==> src/rtl/pc_gen_if.sv <==
// Fetch-PC control/status bundle between the hazard/decode/execute logic and
// the PC generator.
//   master: drives pc_write, exc/exc_vector, jump/call/jump_address, ret,
//           branch/branch_taken/branch_address; observes pc_out and RAS flags
//   slave : the PC generator (pc_gen)
interface pc_gen_if #(
  parameter int unsigned PC_W = 32
) ();

  logic            pc_write;
  logic            exc;
  logic [PC_W-1:0] exc_vector;
  logic            jump;
  logic            call;
  logic [PC_W-1:0] jump_address;
  logic            ret;
  logic            branch;
  logic            branch_taken;
  logic [PC_W-1:0] branch_address;

  logic [PC_W-1:0] pc_out;
  logic            ras_empty;
  logic            ras_full;
  logic            ras_underflow;

  modport master (
    output pc_write, exc, exc_vector, jump, call, jump_address,
           ret, branch, branch_taken, branch_address,
    input  pc_out, ras_empty, ras_full, ras_underflow
  );

  modport slave (
    input  pc_write, exc, exc_vector, jump, call, jump_address,
           ret, branch, branch_taken, branch_address,
    output pc_out, ras_empty, ras_full, ras_underflow
  );

endinterface

==> src/rtl/pc_gen.sv <==
// Fetch-stage program-counter generator with optional return-address stack.
// Next PC priority: exception > stall > jump > return > taken branch > PC+INC.
// Optional feature macro: PC_RAS_EN (defined = circular RAS for call/return;
// undefined = no RAS, ret always targets jump_address, flags held constant).
// Ports:
//   clk  - clock, all state changes on the rising edge
//   rst  - asynchronous active-low reset
//   bus  - pc_gen_if.slave: control inputs, pc_out and RAS status outputs
// Parameters: PC_W, RESET_PC, INC (1 word / 4 byte addressing),
//   RAS_DEPTH (power of two, 2..16).
module pc_gen #(
  parameter int unsigned     PC_W      = 32,
  parameter logic [PC_W-1:0] RESET_PC  = '0,
  parameter int unsigned     INC       = 1,
  parameter int unsigned     RAS_DEPTH = 4
) (
  input  logic    clk,
  input  logic    rst,
  pc_gen_if.slave bus
);

  logic [PC_W-1:0] pc_q, pc_d;
  logic [PC_W-1:0] pc_inc_c;
  logic            underflow_q, underflow_d;
  logic            empty_q, empty_d;
  logic            full_q, full_d;

`ifdef PC_RAS_EN
  localparam int unsigned PTR_W = (RAS_DEPTH > 1) ? $clog2(RAS_DEPTH) : 1;
  localparam int unsigned CNT_W = $clog2(RAS_DEPTH + 1);
  localparam logic [CNT_W-1:0] CNT_FULL = CNT_W'(RAS_DEPTH);

  // top_q points at the newest entry; count_q saturates at RAS_DEPTH
  logic [PTR_W-1:0] top_q, top_d;
  logic [CNT_W-1:0] count_q, count_d;
  logic             push_c;
  logic [PC_W-1:0]  ras_q [RAS_DEPTH];
`else
  logic unused_call;
  assign unused_call = bus.call;
`endif

  assign pc_inc_c = pc_q + PC_W'(INC);

  // Next-PC selection and RAS bookkeeping
  always_comb begin
    pc_d        = pc_q;
    underflow_d = 1'b0;
    empty_d     = 1'b1;
    full_d      = 1'b0;
`ifdef PC_RAS_EN
    top_d       = top_q;
    count_d     = count_q;
    push_c      = 1'b0;
`endif

    if (bus.exc) begin
      pc_d = bus.exc_vector;
    end else if (!bus.pc_write) begin
      pc_d = pc_q;
    end else if (bus.jump) begin
      pc_d = bus.jump_address;
`ifdef PC_RAS_EN
      if (bus.call) begin
        // a push when full lands on the oldest slot, overwriting it
        push_c = 1'b1;
        top_d  = top_q + PTR_W'(1);
        if (count_q != CNT_FULL) begin
          count_d = count_q + CNT_W'(1);
        end
      end
`endif
    end else if (bus.ret) begin
`ifdef PC_RAS_EN
      if (count_q != '0) begin
        pc_d    = ras_q[top_q];
        top_d   = top_q - PTR_W'(1);
        count_d = count_q - CNT_W'(1);
      end else begin
        pc_d        = bus.jump_address;
        underflow_d = 1'b1;
      end
`else
      pc_d = bus.jump_address;
`endif
    end else if (bus.branch && bus.branch_taken) begin
      pc_d = bus.branch_address;
    end else begin
      pc_d = pc_inc_c;
    end

`ifdef PC_RAS_EN
    empty_d = (count_d == '0);
    full_d  = (count_d == CNT_FULL);
`endif
  end

  // PC and status registers
  always_ff @(posedge clk or negedge rst) begin
    if (!rst) begin
      pc_q        <= RESET_PC;
      underflow_q <= 1'b0;
      empty_q     <= 1'b1;
      full_q      <= 1'b0;
    end else begin
      pc_q        <= pc_d;
      underflow_q <= underflow_d;
      empty_q     <= empty_d;
      full_q      <= full_d;
    end
  end

`ifdef PC_RAS_EN
  // RAS pointer and occupancy
  always_ff @(posedge clk or negedge rst) begin
    if (!rst) begin
      top_q   <= '0;
      count_q <= '0;
    end else begin
      top_q   <= top_d;
      count_q <= count_d;
    end
  end

  // RAS storage; contents are don't-care after reset
  always_ff @(posedge clk) begin
    if (push_c) begin
      ras_q[top_d] <= pc_inc_c;
    end
  end
`endif

  assign bus.pc_out        = pc_q;
  assign bus.ras_empty     = empty_q;
  assign bus.ras_full      = full_q;
  assign bus.ras_underflow = underflow_q;

endmodule

==> src/flat_wrapper.sv <==
// flat-port wrapper written by rule: the top's interface ports become plain ports
module pc_gen_flat 
#(
  parameter int unsigned     PC_W      = 32,
  parameter logic [PC_W-1:0] RESET_PC  = '0,
  parameter int unsigned     INC       = 1,
  parameter int unsigned     RAS_DEPTH = 4
)
  (clk, rst, bus_pc_write, bus_exc, bus_exc_vector, bus_jump, bus_call, bus_jump_address, bus_ret, bus_branch, bus_branch_taken, bus_branch_address, bus_pc_out, bus_ras_empty, bus_ras_full, bus_ras_underflow);
  pc_gen_if #(.PC_W(PC_W)) bus_i ();
  input  logic clk;
  input  logic rst;
  input wire logic [$bits(bus_i.pc_write)-1:0] bus_pc_write;
  input wire logic [$bits(bus_i.exc)-1:0] bus_exc;
  input wire logic [$bits(bus_i.exc_vector)-1:0] bus_exc_vector;
  input wire logic [$bits(bus_i.jump)-1:0] bus_jump;
  input wire logic [$bits(bus_i.call)-1:0] bus_call;
  input wire logic [$bits(bus_i.jump_address)-1:0] bus_jump_address;
  input wire logic [$bits(bus_i.ret)-1:0] bus_ret;
  input wire logic [$bits(bus_i.branch)-1:0] bus_branch;
  input wire logic [$bits(bus_i.branch_taken)-1:0] bus_branch_taken;
  input wire logic [$bits(bus_i.branch_address)-1:0] bus_branch_address;
  output wire logic [$bits(bus_i.pc_out)-1:0] bus_pc_out;
  output wire logic [$bits(bus_i.ras_empty)-1:0] bus_ras_empty;
  output wire logic [$bits(bus_i.ras_full)-1:0] bus_ras_full;
  output wire logic [$bits(bus_i.ras_underflow)-1:0] bus_ras_underflow;
  assign bus_i.pc_write = bus_pc_write;
  assign bus_i.exc = bus_exc;
  assign bus_i.exc_vector = bus_exc_vector;
  assign bus_i.jump = bus_jump;
  assign bus_i.call = bus_call;
  assign bus_i.jump_address = bus_jump_address;
  assign bus_i.ret = bus_ret;
  assign bus_i.branch = bus_branch;
  assign bus_i.branch_taken = bus_branch_taken;
  assign bus_i.branch_address = bus_branch_address;
  assign bus_pc_out = bus_i.pc_out;
  assign bus_ras_empty = bus_i.ras_empty;
  assign bus_ras_full = bus_i.ras_full;
  assign bus_ras_underflow = bus_i.ras_underflow;
  pc_gen #(.PC_W(PC_W), .RESET_PC(RESET_PC), .INC(INC), .RAS_DEPTH(RAS_DEPTH)) u_core (.clk(clk), .rst(rst), .bus(bus_i));
endmodule
==> config.mk <==
export PLATFORM = sky130hd
export DESIGN_NAME = pc_gen_flat
export DESIGN_NICKNAME = d
export VERILOG_FILES = /design/src/rtl/pc_gen_if.sv /design/src/rtl/pc_gen.sv /design/src/flat_wrapper.sv
export SDC_FILE = /design/constraint.sdc
export NUM_CORES = 1
export LEC_CHECK = 0
export BUFFER_PORTS_ARGS = -buffer_cell sky130_fd_sc_hd__buf_4
export CAP_MARGIN = 10
export CORE_MARGIN = 2
export CORE_UTILIZATION = 25
export DETAILED_ROUTE_END_ITERATION = 10
export PLACE_DENSITY_LB_ADDON = 0.2
export SYNTH_ARGS = -nofsm -noshare
export SYNTH_HDL_FRONTEND = slang
export SYNTH_SLANG_ARGS = --single-unit
==> constraint.sdc <==
create_clock -name clk -period 5.65 [get_ports clk]
set_input_delay 0.2825 -clock clk [delete_from_list [all_inputs] [get_ports clk]]
set_output_delay 0.2825 -clock clk [all_outputs]
set_load 0.005 [all_outputs]
Word-level counts from Yosys, hierarchy flattened:

Cells that the tools add are included.

* register bits after elaboration: 32
* bits of input ports: 105
* output and inout bits: 35
* logic and storage cells: 9

* add/subtract/negate cells: 1
* multiplexer cells: 5
* reduce and logical (&&, ||, !) cells: 2

Operator list (count)
* $mux 32: 5
* $add 32x1->32 const B: 1
* $reduce_bool 2->1: 1
* $logic_and 1x1->1: 1

Longest topological paths before layout:

* depth after elaboration: 6
* mapped depth: 7
* gate-level depth less buffers: 6

Worst setup path after synthesis:

Ideal clock, no wire load.

* path type: reg-to-reg
* from: register u_core.pc_q[0] (netlist: u_core.bus.pc_out[0])
* to: register u_core.pc_q[14] (netlist: u_core.bus.pc_out[14])
* setup time: 0.086 ns
* arrival: 1.839 ns
* required time: 5.564 ns
* path slack: 3.725 ns
* stages on the path, launching flop included: 8
* path buffers: 1
* clock period less this slack: 1.925 ns
* cells stage by stage: dfrtp_1 ha_1 and2_1 buf_2 nand4_1 or3_1 or3_1 a32oi_1

* longest elaborated chain between the ends: 6

RTL lines
* start: declaration: line pc_gen.sv:22 `logic [PC_W-1:0] pc_q, pc_d;`
* start signal: assignment: line pc_gen.sv:106 `pc_q <= pc_d;`
* $add 32x1->32: line pc_gen.sv:43 `assign pc_inc_c = pc_q + PC_W'(INC);`
* $mux 32: line pc_gen.sv:86 `end else if (bus.branch && bus.branch_taken) begin`
* $mux 32: line pc_gen.sv:73 `end else if (bus.ret) begin`
* $mux 32: line pc_gen.sv:61 `end else if (bus.jump) begin`
* $mux 32: line pc_gen.sv:59 `end else if (!bus.pc_write) begin`
* $mux 32: line pc_gen.sv:57 `if (bus.exc) begin`

No other way between the ends. The select of a mux whose other input is x is not followed.
A chain may end at the register's enable or synchronous reset.

Worst setup path after layout:

Same ends and word-level chain as after synthesis.

==> flow_metrics.env <==
export IMPL_status="complete, no violations"
export IMPL_cts_inserted_buffers=5
export IMPL_dp_final_hpwl_mm=8.30
export IMPL_grt_use_total_pct=18.6
export IMPL_vias_per_cell=5.27
export IMPL_max_clock_freq_mhz=441
export IMPL_start_util_pct=25.3
export IMPL_rsz0062_at_grt="false"
export IMPL_min_path_type="primary input to flip-flop"
export IMPL_skew_ns=0.00353
export IMPL_cp_required_ns=5.84
export IMPL_seqCellArea_sq_um=801
export IMPL_setup_viol=0
export IMPL_routed_wirelength_mm=11.6
export IMPL_synthFlopType="dfrtp_1"
export IMPL_syn_avg_cell_area_sq_um=7.60
export IMPL_via_count=3360
export IMPL_cp_common_cell="or3_1"
export IMPL_cts_clk_slew_worst_paths_ns=0.05
export IMPL_drt_iter0_markers=181
export IMPL_synth_cells=376
export IMPL_coreArea_sq_mm=0.0113
export IMPL_multi_input_area_sq_mm=0.00192
export IMPL_r2r_end="u_core.bus.pc_out[14]"
export IMPL_rr_worst_depth=6
export IMPL_final_max_slew_viol_count=0
export IMPL_synth_area_sq_mm=0.00286
export IMPL_pwr_density_cell_mw_per_mm2=200
export IMPL_grt_pass1_wl_mm=18.3
export IMPL_pwr_share_seq_pct=36.9
export IMPL_p_comb_share_pct=29.1
export IMPL_gp_congestion=0.831
export IMPL_cts_buffer_depth=2
export IMPL_fin_crit_sh_pct=40.1
export IMPL_p_int_mw=0.559
export IMPL_area_growth_pct=44.1
export IMPL_firstDrtPassIters=4
export IMPL_antenna_cells=0
export IMPL_utilization_pct=36.5
export IMPL_grt_max_degree=72
export IMPL_reg2reg_setup_slack_ns=3.38
export IMPL_clkLatencyLatePin_ns=0.28
export IMPL_slowest_delay_ns=0.47
export IMPL_synthTopCellsByArea="dfrtp_1 (28%), nand2_1 (6.3%), nor2_1 (6.2%)"
export IMPL_synth_top_area_share_pct=28.0
export IMPL_cts_max_level=2
export IMPL_ys_top_cells_by_count="nand2_1 (48), nor2_1 (47), a21oi_1 (32), dfrtp_1 (32), clkbuf_1 (21)"
export IMPL_swShare_pct=32.0
export IMPL_die_w_um=111
export IMPL_maxCapViolCount=0
export IMPL_slowest_stage="dfrtp_1"
export IMPL_row_count=39
export IMPL_die_area_sq_mm=0.0123
export IMPL_hold_buffers=1
export IMPL_relSlewSlack_pct=24.9
export IMPL_p_leak_nw=1.77
export IMPL_power_frac_clock_pct=34.0
export IMPL_grt_pass1_vias=3414
export IMPL_fp_dieH_um=111
export IMPL_ioPinCount=140
export IMPL_end_kind="flip-flop"
export IMPL_numClockSinks=32
export IMPL_regToRegStartpoint="u_core.bus.pc_out[0]"
export IMPL_worst_pin_slew_ns=1.13
export IMPL_root_buffer="clkbuf_16"
export IMPL_p_sw_mw=0.263
export IMPL_async_reset_ff_share_pct=100
export IMPL_overflow=0
export IMPL_ys_ff_latch=32
export IMPL_critPathKind="flip-flop to flip-flop"
export IMPL_ant_nets=0
export IMPL_holdPathEnd="u_core.bus.pc_out[1]"
export IMPL_tns_ns=0
export IMPL_hold_viol=0
export IMPL_yosysSeqAreaShare_pct=28.0
export IMPL_cts_resized=0
export IMPL_fin_crit_ns=2.27
export IMPL_n_fill_cell=1201
export IMPL_hold_start="bus_exc_vector[1]"
export IMPL_antenna_found_initial=0
export IMPL_synth_most_common_cell="nand2_1"
export IMPL_numPortBuffers=135
export IMPL_critPathMaxFanout=6
export IMPL_synthDistinctLibCells=56
export IMPL_synth_edf_count=0
export IMPL_yosys_warnings=0
export IMPL_fin_nets=599
export IMPL_yosysTopAreaCell="dfrtp_1"
export IMPL_arrival_ns=2.46
export IMPL_largest_reg_flops=32
export IMPL_wire_per_inst_um=18.2
export IMPL_ir_drop_v=0.000107
export IMPL_cts_setup_buffers=0
export IMPL_startpoint_type="flip-flop"
export IMPL_drc=0
export IMPL_drive_above_1_share_pct=32.4
export IMPL_hold_depth=3
export IMPL_path_cells="ha_1, and2_1, nand4_1, or3_1, or3_1, a32oi_1"
export IMPL_cts_tree="built"
-- power by group through the flow --
stage	Sequential, mW	Clock [mW]	Combinational [mW]
2_1_floorplan	0.290	0	0.117
3_3_place_gp	0.306	0	0.238
4_1_cts	0.303	0.286	0.242
5_1_grt	0.308	0.295	0.265
6_report	0.303	0.280	0.239
3_5_place_dp	0.307	0	0.241
-- cell families after synthesis --
| kind of cell | synth area share, % |
|---|---|
| simple gates | 29.7 |
| compound gates | 27.8 |
| buf+inv | 5.34 |
| flops | 28.0 |
| xor+xnor | 7.05 |
| mux | 1.45 |
| other cells | 0.263 |
| fa+ha+maj | 0.438 |
-- how the worst max path moves through the flow --
stage	startpoint	endpoint	slack, ns	depth (start not counted)
after CTS	u_core.bus.pc_out[3]	u_core.bus.pc_out[31]	3.35	5
after global routing	u_core.bus.pc_out[3]	u_core.bus.pc_out[31]	3.18	5
after global placement	bus_branch	u_core.bus.pc_out[14]	3.35	5
after floorplan	u_core.bus.pc_out[0]	u_core.bus.pc_out[14]	3.72	7
final	u_core.bus.pc_out[0]	u_core.bus.pc_out[14]	3.38	6
after detailed placement	bus_branch	u_core.bus.pc_out[14]	3.30	5
-- area by class of cell --
cell class	instances	share of cell area, %
inverter	6	0.547
sequential	32	19.5
multi-input combinational	309	46.7
timing repair buffer	139	25.4
tap	143	4.35
clock buffer	8	3.56
-- per-stage QoR --
stage	hold slack, ns	power [mW]	cells	instance area [sq um]	setup WS [ns]
finish	0.210	0.822	637	4120	3.38
global placement	0.264	0.544	628	3960	3.35
global route	0.215	0.869	637	4120	3.18
detailed placement	0.266	0.548	628	3960	3.30
floorplan	-0.0131	0.407	377	2860	3.72
CTS	0.203	0.831	637	4120	3.35
-- layout by cell type, fill, tap and decap left out, drive strengths merged, types with 4 or more instances in the layout --
cell type,n
nand2,48
a221o,4
nor2,47
a221oi,7
clkbuf,8
inv,6
nor3,8
dfrtp,32
xnor2,11
a31oi,4
a21oi,32
buf,138
nand4,14
a211oi,8
nor4,7
xor2,12
a2bb2oi,7
a22oi,4
and2,4
nand3,11
o21ai,16
o31ai,8
o221ai,4
o211ai,4
and3,7
-- critical path: cells and delay by family (launching register included) --
family / cells / cell delay (ns)
AO/OA/AOI/OAI: 1 / 0.20
adder cells (fa/ha/maj): 1 / 0.30
flip-flops: 1 / 0.47
AND/OR/NAND/NOR: 4 / 1.21
-- per-layer routing --
| metal | track usage, % | up-vias | share of wire [%] |
|---|---|---|---|
| li1 | - | 1637 | - |
| met2 | 30.9 | 130 | 47 |
| met3 | 4.05 | 9 | 7.2 |
| met4 | 3.92 | 0 | 0.87 |
| met1 | 24.9 | 1584 | 45 |
| met5 | 0 | - | 0 |
No activity file was read; power rests on OpenSTA's default activity.
